**config.mk**
```make
export PLATFORM = sky130hd
export DESIGN_NAME = peak_meter
export DESIGN_NICKNAME = d
export VERILOG_FILES = /design/src/rtl/meter_pkg.sv /design/src/rtl/abs_sat.sv /design/src/rtl/peak_meter.sv
export SDC_FILE = /design/constraint.sdc
export NUM_CORES = 1
export LEC_CHECK = 0
export BUFFER_PORTS_ARGS = -buffer_cell sky130_fd_sc_hd__buf_2
export CORE_ASPECT_RATIO = 1.2
export CORE_MARGIN = 8
export CORE_UTILIZATION = 55
export DETAILED_ROUTE_END_ITERATION = 10
export GPL_ROUTABILITY_DRIVEN = 1
export PLACE_DENSITY = 0.78
export SYNTH_ARGS = -nofsm -noshare
export SYNTH_HDL_FRONTEND = slang
export SYNTH_SLANG_ARGS = --single-unit
```
**constraint.sdc**
```tcl
create_clock -name clk -period 14.55 [get_ports clk]
set_input_delay 3.6375 -clock clk [delete_from_list [all_inputs] [get_ports clk]]
set_output_delay 3.6375 -clock clk [all_outputs]
set_load 0.05 [all_outputs]
```
**src/rtl/meter_pkg.sv**
```systemverilog
// -----------------------------------------------------------------------------
// meter_pkg
// Shared constants, the scan FSM state type and the LED bar helper for the
// multichannel peak meter.
//   SAMPLE_W     : audio word width (24-bit two's complement samples)
//   FULL_SCALE   : largest representable magnitude, also the clip threshold
//   LED_BASE_EXP : bar segment 0 lights at 2^LED_BASE_EXP (-48 dBFS)
//   LED_W        : number of bar segments (6 dB apart)
// -----------------------------------------------------------------------------
package meter_pkg;

    localparam int                  SAMPLE_W     = 24;
    localparam logic [SAMPLE_W-1:0] FULL_SCALE   = 24'd8388607;
    localparam int                  LED_BASE_EXP = 15;
    localparam int                  LED_W        = 8;

    typedef enum logic {
        IDLE = 1'b0,
        SCAN = 1'b1
    } state_t;

    // Thermometer bar: segment i lights when level >= 2^(LED_BASE_EXP+i),
    // which is the same as any bit at or above that position being set.
    // The top segment doubles as the clip indicator.
    function automatic logic [LED_W-1:0] led_bar(input logic [SAMPLE_W-1:0] level,
                                                 input logic                clipped);
        logic [LED_W-1:0] bar;
        for (int i = 0; i < LED_W; i++) begin
            bar[i] = (level >> (LED_BASE_EXP + i)) != '0;
        end
        bar[LED_W-1] = bar[LED_W-1] | clipped;
        return bar;
    endfunction

endpackage

```
**src/rtl/abs_sat.sv**
```systemverilog
// -----------------------------------------------------------------------------
// abs_sat
// Combinational saturating magnitude of a signed audio sample.
//   x   : signed SAMPLE_W-bit sample
//   mag : unsigned |x|, with the most negative code clamped to FULL_SCALE
// -----------------------------------------------------------------------------
module abs_sat
    import meter_pkg::*;
(
    input  logic signed [SAMPLE_W-1:0] x,
    output logic        [SAMPLE_W-1:0] mag
);

    function automatic logic [SAMPLE_W-1:0] sat_abs(input logic signed [SAMPLE_W-1:0] v);
        logic signed [SAMPLE_W-1:0] neg;
        logic        [SAMPLE_W-1:0] res;
        neg = -v;
        if (!v[SAMPLE_W-1]) begin
            res = v;
        end else if (neg[SAMPLE_W-1]) begin
            // Only the most negative code negates back onto itself.
            res = FULL_SCALE;
        end else begin
            res = neg;
        end
        return res;
    endfunction

    assign mag = sat_abs(x);

endmodule

```
**src/rtl/peak_meter.sv**
```systemverilog
// -----------------------------------------------------------------------------
// peak_meter
// Multichannel audio peak meter with peak hold, linear-in-log decay, sticky
// clip latches and an 8-segment bar for one selected channel. A captured
// frame is scanned one channel per clock through a single shared magnitude
// unit, so the meter costs one abs_sat regardless of NUM_CH.
//
// Parameters
//   NUM_CH      : channels metered
//   HOLD_FRAMES : frames a new peak is held before it starts to decay
//   DECAY_SHIFT : per-frame decay step is peak >> DECAY_SHIFT (minimum 1)
// Ports
//   clk, rst     : clock, synchronous active-high reset
//   sample_valid : one-cycle strobe, frame present on samples
//   samples      : NUM_CH signed 24-bit samples (channel k in samples[k])
//   sel          : channel shown on led
//   clip_clear   : one-cycle strobe, clears all clip latches
//   busy         : high while a frame is being scanned
//   frame_done   : one-cycle pulse in the last scan cycle of a frame
//   overrun      : sticky, a frame arrived while scanning and was dropped
//   peak         : metered level per channel (unsigned)
//   clip         : sticky clip latch per channel
//   led          : registered thermometer bar of peak[sel] / clip[sel]
// -----------------------------------------------------------------------------
module peak_meter
    import meter_pkg::*;
#(
    parameter int NUM_CH      = 8,
    parameter int HOLD_FRAMES = 4800,
    parameter int DECAY_SHIFT = 6
) (
    input  logic                            clk,
    input  logic                            rst,
    input  logic                            sample_valid,
    input  logic [NUM_CH-1:0][SAMPLE_W-1:0] samples,
    input  logic [$clog2(NUM_CH)-1:0]       sel,
    input  logic                            clip_clear,
    output logic                            busy,
    output logic                            frame_done,
    output logic                            overrun,
    output logic [NUM_CH-1:0][SAMPLE_W-1:0] peak,
    output logic [NUM_CH-1:0]               clip,
    output logic [LED_W-1:0]                led
);

    localparam int                 IDX_W      = $clog2(NUM_CH);
    localparam int                 HOLD_W     = $clog2(HOLD_FRAMES + 1);
    localparam logic [IDX_W-1:0]   LAST_IDX   = IDX_W'(NUM_CH - 1);
    localparam logic [IDX_W-1:0]   PENULT_IDX = IDX_W'(NUM_CH - 2);
    localparam logic [HOLD_W-1:0]  HOLD_LOAD  = HOLD_W'(HOLD_FRAMES);

    state_t                          state;
    logic [IDX_W-1:0]                idx;
    logic [NUM_CH-1:0][SAMPLE_W-1:0] frame_p0;
    logic [SAMPLE_W-1:0]             peak_mem [NUM_CH];
    logic [HOLD_W-1:0]               hold_mem [NUM_CH];

    logic                            vld_p1;
    logic signed [SAMPLE_W-1:0]      x_p1;
    logic [SAMPLE_W-1:0]             mag_p1;
    logic [SAMPLE_W-1:0]             pk_cur_p1;
    logic [SAMPLE_W-1:0]             pk_nxt_p1;
    logic [HOLD_W-1:0]               hd_cur_p1;
    logic [HOLD_W-1:0]               hd_nxt_p1;
    logic                            clip_hit_p1;
    logic [NUM_CH-1:0]               clip_set_p1;
    logic [LED_W-1:0]                led_nxt;

    // One decay step: subtract peak >> DECAY_SHIFT (at least 1 so small
    // peaks still reach zero), never dropping below the current magnitude.
    function automatic logic [SAMPLE_W-1:0] decay(input logic [SAMPLE_W-1:0] p,
                                                  input logic [SAMPLE_W-1:0] floor_lvl);
        logic [SAMPLE_W-1:0] step;
        logic [SAMPLE_W-1:0] nxt;
        step = p >> DECAY_SHIFT;
        if (step == '0) begin
            step = SAMPLE_W'(1);
        end
        nxt = (p > step) ? (p - step) : '0;
        return (nxt < floor_lvl) ? floor_lvl : nxt;
    endfunction

    // ---- stage p0: frame capture ----
    always_ff @(posedge clk) begin
        if (state == IDLE && sample_valid) begin
            frame_p0 <= samples;
        end
    end

    always_ff @(posedge clk) begin
        if (rst) begin
            state      <= IDLE;
            idx        <= '0;
            busy       <= 1'b0;
            frame_done <= 1'b0;
            overrun    <= 1'b0;
        end else begin
            frame_done <= 1'b0;
            case (state)
                IDLE: begin
                    if (sample_valid) begin
                        state <= SCAN;
                        idx   <= '0;
                        busy  <= 1'b1;
                    end
                end
                SCAN: begin
                    if (sample_valid) begin
                        overrun <= 1'b1;
                    end
                    if (idx == LAST_IDX) begin
                        state <= IDLE;
                        busy  <= 1'b0;
                    end else begin
                        idx        <= idx + 1'b1;
                        // Registered, so it must be armed one cycle early to
                        // coincide with the last channel's scan cycle.
                        frame_done <= (idx == PENULT_IDX);
                    end
                end
                default: begin
                    state <= IDLE;
                    busy  <= 1'b0;
                end
            endcase
        end
    end

    // ---- stage p1: per-channel scan ----
    assign vld_p1    = (state == SCAN);
    assign x_p1      = frame_p0[idx];
    assign pk_cur_p1 = peak_mem[idx];
    assign hd_cur_p1 = hold_mem[idx];

    abs_sat u_abs_sat (
        .x   (x_p1),
        .mag (mag_p1)
    );

    always_comb begin
        pk_nxt_p1 = pk_cur_p1;
        hd_nxt_p1 = hd_cur_p1;
        if (mag_p1 >= pk_cur_p1) begin
            pk_nxt_p1 = mag_p1;
            hd_nxt_p1 = HOLD_LOAD;
        end else if (hd_cur_p1 != '0) begin
            hd_nxt_p1 = hd_cur_p1 - 1'b1;
        end else if (pk_cur_p1 != '0) begin
            pk_nxt_p1 = decay(pk_cur_p1, mag_p1);
        end
    end

    assign clip_hit_p1 = (mag_p1 >= FULL_SCALE);

    always_comb begin
        clip_set_p1 = '0;
        if (vld_p1 && clip_hit_p1) begin
            clip_set_p1[idx] = 1'b1;
        end
    end

    assign led_nxt = led_bar(peak_mem[sel], clip[sel]);

    // ---- stage p2: metering state write-back ----
    always_ff @(posedge clk) begin
        if (rst) begin
            for (int i = 0; i < NUM_CH; i++) begin
                peak_mem[i] <= '0;
                hold_mem[i] <= '0;
            end
            clip <= '0;
            led  <= '0;
        end else begin
            if (vld_p1) begin
                peak_mem[idx] <= pk_nxt_p1;
                hold_mem[idx] <= hd_nxt_p1;
            end
            // A channel clipping in the same cycle as a clear stays latched.
            clip <= (clip & ~{NUM_CH{clip_clear}}) | clip_set_p1;
            led  <= led_nxt;
        end
    end

    always_comb begin
        for (int i = 0; i < NUM_CH; i++) begin
            peak[i] = peak_mem[i];
        end
    end

endmodule

```
==> Yosys cells after proc, flatten, opt, wreduce, memory -nomap -nowiden <==
Memory sizes are Yosys's and may differ from the RTL's. A register that Yosys moved wholly into a read port is not among the register bits.
Cells that the tools add are included.
{ "word_totals": {"register_bits": 215, "ramBits": 296, "input_bits": 199, "output_inout_bits": 211, "n_memories": 2} }
{ "mem_list": {"columns": ["name", "words", "width", "rd", "rd_clocked_by_memory_dff", "wr", "line_no", "source"], "rows": [
  ["peak_mem", 8, 24, 10, 1, 8, "peak_meter.sv:55", "logic [SAMPLE_W-1:0] peak_mem [NUM_CH];"],
  ["hold_mem", 8, 13, 1, 1, 8, "peak_meter.sv:56", "logic [HOLD_W-1:0] hold_mem [NUM_CH];"]
]} }
{ "op_classes": {"addsub": 4, "magnitude_cmp": 7, "n_eq_ne": 5, "n_mux": 44, "n_bitwise": 5, "n_reduce_logical": 20} }
{ "ops": {"columns": ["op", "n"], "rows": [
  ["$mux W24", 11],
  ["$reduce_bool A24 Y1", 9],
  ["$bmux W24 S3", 1],
  ["$mux W13", 3],
  ["$ge A24 B23 Y1 const B", 1],
  ["$ge A24 B24 Y1", 1],
  ["$gt A24 B24 Y1", 1],
  ["$logic_not A24 Y1", 1],
  ["$lt A24 B24 Y1", 1],
  ["$mux W3", 8],
  ["$neg A24 Y24", 1],
  ["$reduce_or A24 Y1", 1],
  ["$sub A24 B24 Y24", 1],
  ["$mux W23", 1],
  ["$mux W18", 1],
  ["$mux W1", 13],
  ["$reduce_bool A13 Y1", 1],
  ["$reduce_or A13 Y1", 1],
  ["$sub A13 B1 Y13 const B", 1],
  ["$and A8 B8 Y8", 1],
  ["$lt A3 B4 Y1 const B", 2],
  ["$mux W8", 1],
  ["$not A8 Y8", 1],
  ["$or A8 B8 Y8", 1],
  ["other kinds (14)", 21]
]} }

==> Depth between registers and ports, before layout <==
{ "depth": {"depth_word": 15, "mapped_depth": 30, "ltp_nobuf": 25} }

==> By module <==
A second synthesis with hierarchy kept.
{ "unflattened": {"cells_unflattened": 1949, "hier_area_um2": 25617.1} }
{ "modules_own_cells": {"columns": ["mod", "instances", "cells_per_inst", "area_each_um2", "seq_area_each_um2"], "rows": [
  ["peak_meter", 1, 1837, 24855.1, 15174.6],
  ["abs_sat", 1, 112, 762.0, 0.0]
]} }

==> Least setup slack after synthesis <==
No wires, ideal clock.
{ "synth_path": {"path_type": "input -> register", "from": "input sample_valid", "to": "register (tool-made name)", "setup_ns": 0.133, "arrival_time_ns": 13.295, "setup_slack_ns": 1.122, "path_stages": 4, "path_cell_list": "nor2b_1 -> nor2_1 -> a22oi_1 -> nor2_1"} }
{ "synth_lines": {"columns": ["item", "line_no", "source"], "rows": [
  ["start: declaration", "peak_meter.sv:34", "input logic sample_valid,"]
]} }

==> impl_metrics.env <==
export IMPL_irDropWorstVdd_v=0.0001429
export IMPL_die_x_um=215.2
export IMPL_cts_max_level=2
export IMPL_hpwlAfterDp_mm=63.32
export IMPL_crit_path_end_kind="register"
export IMPL_p_clk_share_pct=31.9
export IMPL_hold_depth=2
export IMPL_cts_repair_resized=0
export IMPL_setup_viol=0
export IMPL_path_max_fanout=38
export IMPL_wl_per_cell_um=29.01
export IMPL_p_comb_share_pct=24.0
export IMPL_reg2regPathDepth=26
export IMPL_fin_crit_ps=10510
export IMPL_gr_total_overflow=0
export IMPL_die_area_mm2=0.05488
export IMPL_synthArstFlopShare_pct=0
export IMPL_fin_area_mm2=0.03062
export IMPL_n_fill_cell=3477
export IMPL_max_freq_mhz=95.17
export IMPL_wl_met1_mm=30.15
export IMPL_synthToLayoutAreaGrowth_pct=16.90
export IMPL_seqCellArea_mm2=0.01519
export IMPL_switchingPower_w=0.001251
export IMPL_worst_endpoint_arrival_ps=10810
export IMPL_power_leakage_nw=11.50
export IMPL_outcome="complete, no violations"
export IMPL_worst_slew_pin_slew_ps=1288
export IMPL_dr_wl_met2_mm=44.17
export IMPL_timing_hold_violations_final=0
export IMPL_ys_seq_elements=514
export IMPL_power_frac_seq_pct=44.1
export IMPL_layout_nets=2642
export IMPL_slew_violations=0
export IMPL_post_place_ws_ps=4359
export IMPL_max_slew_margin_pct=13.32
export IMPL_r2r_setup_slack_ps=4040
export IMPL_routed_wl_met3_mm=9.148
export IMPL_viasPerCell=6.718
export IMPL_grt_pass1_vias=20600
export IMPL_yosysTopAreaCell="edfxtp_1"
export IMPL_core_area_mm2=0.04703
export IMPL_highest_layer="met4"
export IMPL_antenna_cells=0
export IMPL_holdWs_ps=459.0
export IMPL_synth_flop_cell="edfxtp_1"
export IMPL_ys_types=82
export IMPL_drt_iter0_markers=2307
export IMPL_clk_latency_ps=610
export IMPL_synth_cells=1967
export IMPL_start_kind="register"
export IMPL_synth_edf_count=488
export IMPL_gp_congestion=1.033
export IMPL_worstHoldStart="overrun"
export IMPL_clock_path_buffers=3
export IMPL_ant_nets=0
export IMPL_antenna_found_initial=0
export IMPL_start_util_pct=55.69
export IMPL_hp_class="register to register"
export IMPL_synth_top_area_share_pct=55.96
export IMPL_num_io_pins=410
export IMPL_finalWirelength_mm=88.10
export IMPL_hold_end="overrun"
export IMPL_syn_nets=2235
export IMPL_final_common_cell="edfxtp_1"
export IMPL_via_count=20403
export IMPL_drive_gt1_share_pct=29.66
export IMPL_cts_tree="built"
export IMPL_reg2reg_to="peak_mem[3][11]"
export IMPL_fin_crit_sh_pct=72.22
export IMPL_path_clk_slew_ps=60
export IMPL_p_total_w=0.003961
export IMPL_io_buffers=409
export IMPL_layout_common_cells="488 x edfxtp_1, 409 x buf_2, 190 x nor2_1, 146 x o22ai_1, 112 x mux4_2"
export IMPL_cts_setup_buffers=0
export IMPL_clock_skew_ps=26.72
export IMPL_required_ps=14850
export IMPL_cts_root_buf="clkbuf_16"
export IMPL_p_sw_share_pct=31.58
export IMPL_place_area_mm2=0.02905
export IMPL_multiInputGateArea_mm2=0.01035
export IMPL_postCtsHoldBufs=0
export IMPL_drt_first_pass_iters=6
export IMPL_setup_tns_ps=0
export IMPL_seq_area_frac_synth_pct=57.94
export IMPL_internal_power_w=0.002710
export IMPL_grt_start_max_net_pins=195
export IMPL_grt_pass1_wl_mm=128.5
export IMPL_rows=87
export IMPL_timing_final_ws_setup_ps=4043
export IMPL_yosysWarnings=0
export IMPL_rsz0062_at_grt="no"
export IMPL_cap_violations=0
export IMPL_synth_area_per_cell_um2=13.31
export IMPL_track_usage_pct=30.93
export IMPL_die_y_um=255.0
export IMPL_drc=0
export IMPL_synth_top_cells_by_area="edfxtp_1 56%, mux4_2 9.6%, o22ai_1 3.5%"
export IMPL_p_per_area_mw_per_mm2=129.4
export IMPL_synth_area_mm2=0.02619
export IMPL_cts_sinks=514
export IMPL_cts_buffers=49
export IMPL_path_class="register to register"
-- logic make-up after synthesis --
group | count (synthesis) | synth area share [%]
buffers and inverters | 174 | 2.699
adders and majority gates | 69 | 3.325
and+or+nand+nor | 550 | 10.40
DFF | 514 | 57.94
AOI/OAI and AO/OA | 401 | 10.46
muxes | 221 | 13.91
xor gates and xnor gates | 38 | 1.271
-- Yosys cell counts (all sizes together) (27+ instances only) --
cell	number
a21oi	60
buf	39
o22ai	147
nor2	190
ha	68
o21ai	37
clkbuf	74
nor3	50
nand2	92
nand3	36
edfxtp	488
mux4	112
nor4	45
inv	50
mux2i	86
nand2b	27
-- state kept, by name, summed over array words and instances (netlist names), named ones only --
signal / cells
frame_p0: 192
peak_mem: 192
hold_mem: 104
clip: 8
led: 8
idx: 3
busy: 1
frame_done: 1
overrun: 1
state: 1
-- worst max path at each step --
| stage | cells after the start | to | slack [ps] |
|---|---|---|---|
| global placement | 26 | peak_mem[5][21] | 4550 |
| floorplan | 4 | register | 1120 |
| CTS | 26 | peak_mem[3][11] | 4300 |
| finish | 26 | peak_mem[3][11] | 4040 |
| global route | 26 | peak_mem[3][11] | 3670 |
| detailed placement | 26 | peak_mem[3][11] | 4360 |
-- layout make-up --
class / instances / share of cell area (%)
inverters: 61 / 0.7479
repair buffers: 469 / 8.198
clock inverters: 38 / 1.034
well taps: 623 / 2.546
clock buffers: 53 / 4.054
flip-flops and latches: 514 / 49.61
multi-input cells: 1279 / 33.81
-- critical path, stage by stage, from the launching register on --
cell and delay, ps:
dfxtp_4 740, buf_4 680, mux4_2 610, mux2i_1 510, nand4_1 250, a2111oi_0 820
nand2b_1 200, ha_1 180, inv_1 60, fa_1 400, a21o_1 180, a21oi_1 310
o221a_2 290, o221a_2 260, o211a_1 570, nor2_1 160, ha_1 360, a21oi_1 170
nor2b_1 60, o21ai_0 150, nand2b_1 110, a2111oi_0 410, o21ai_0 190, o221ai_2 580
nand3_1 910, a21oi_1 840, nor4_1 150
-- power groups by stage --
stage | sequential [W] | combinational [W] | clock, W
floorplan | 0.00186 | 0.000555 | 0
global placement | 0.00177 | 0.000909 | 0
detailed placement | 0.00178 | 0.000925 | 0
CTS | 0.00175 | 0.000931 | 0.00127
global route | 0.00175 | 0.00101 | 0.00133
finish | 0.00175 | 0.000950 | 0.00127
-- through the flow --
step | cells | utilization [%]
after floorplan | 1967 | -
after global placement | 2946 | 61.77
after detailed placement | 2946 | 61.78
after CTS | 3037 | 65.09
after global routing | 3037 | 65.10
final | 3037 | 65.10
-- layer usage --
metal  GRT usage, %  up-vias
li1               -     8673
met1          35.75     9918
met2          53.87     1505
met3          7.329      307
met4          15.44        0
met5              0        -
Power figures use the tool's default switching activity.
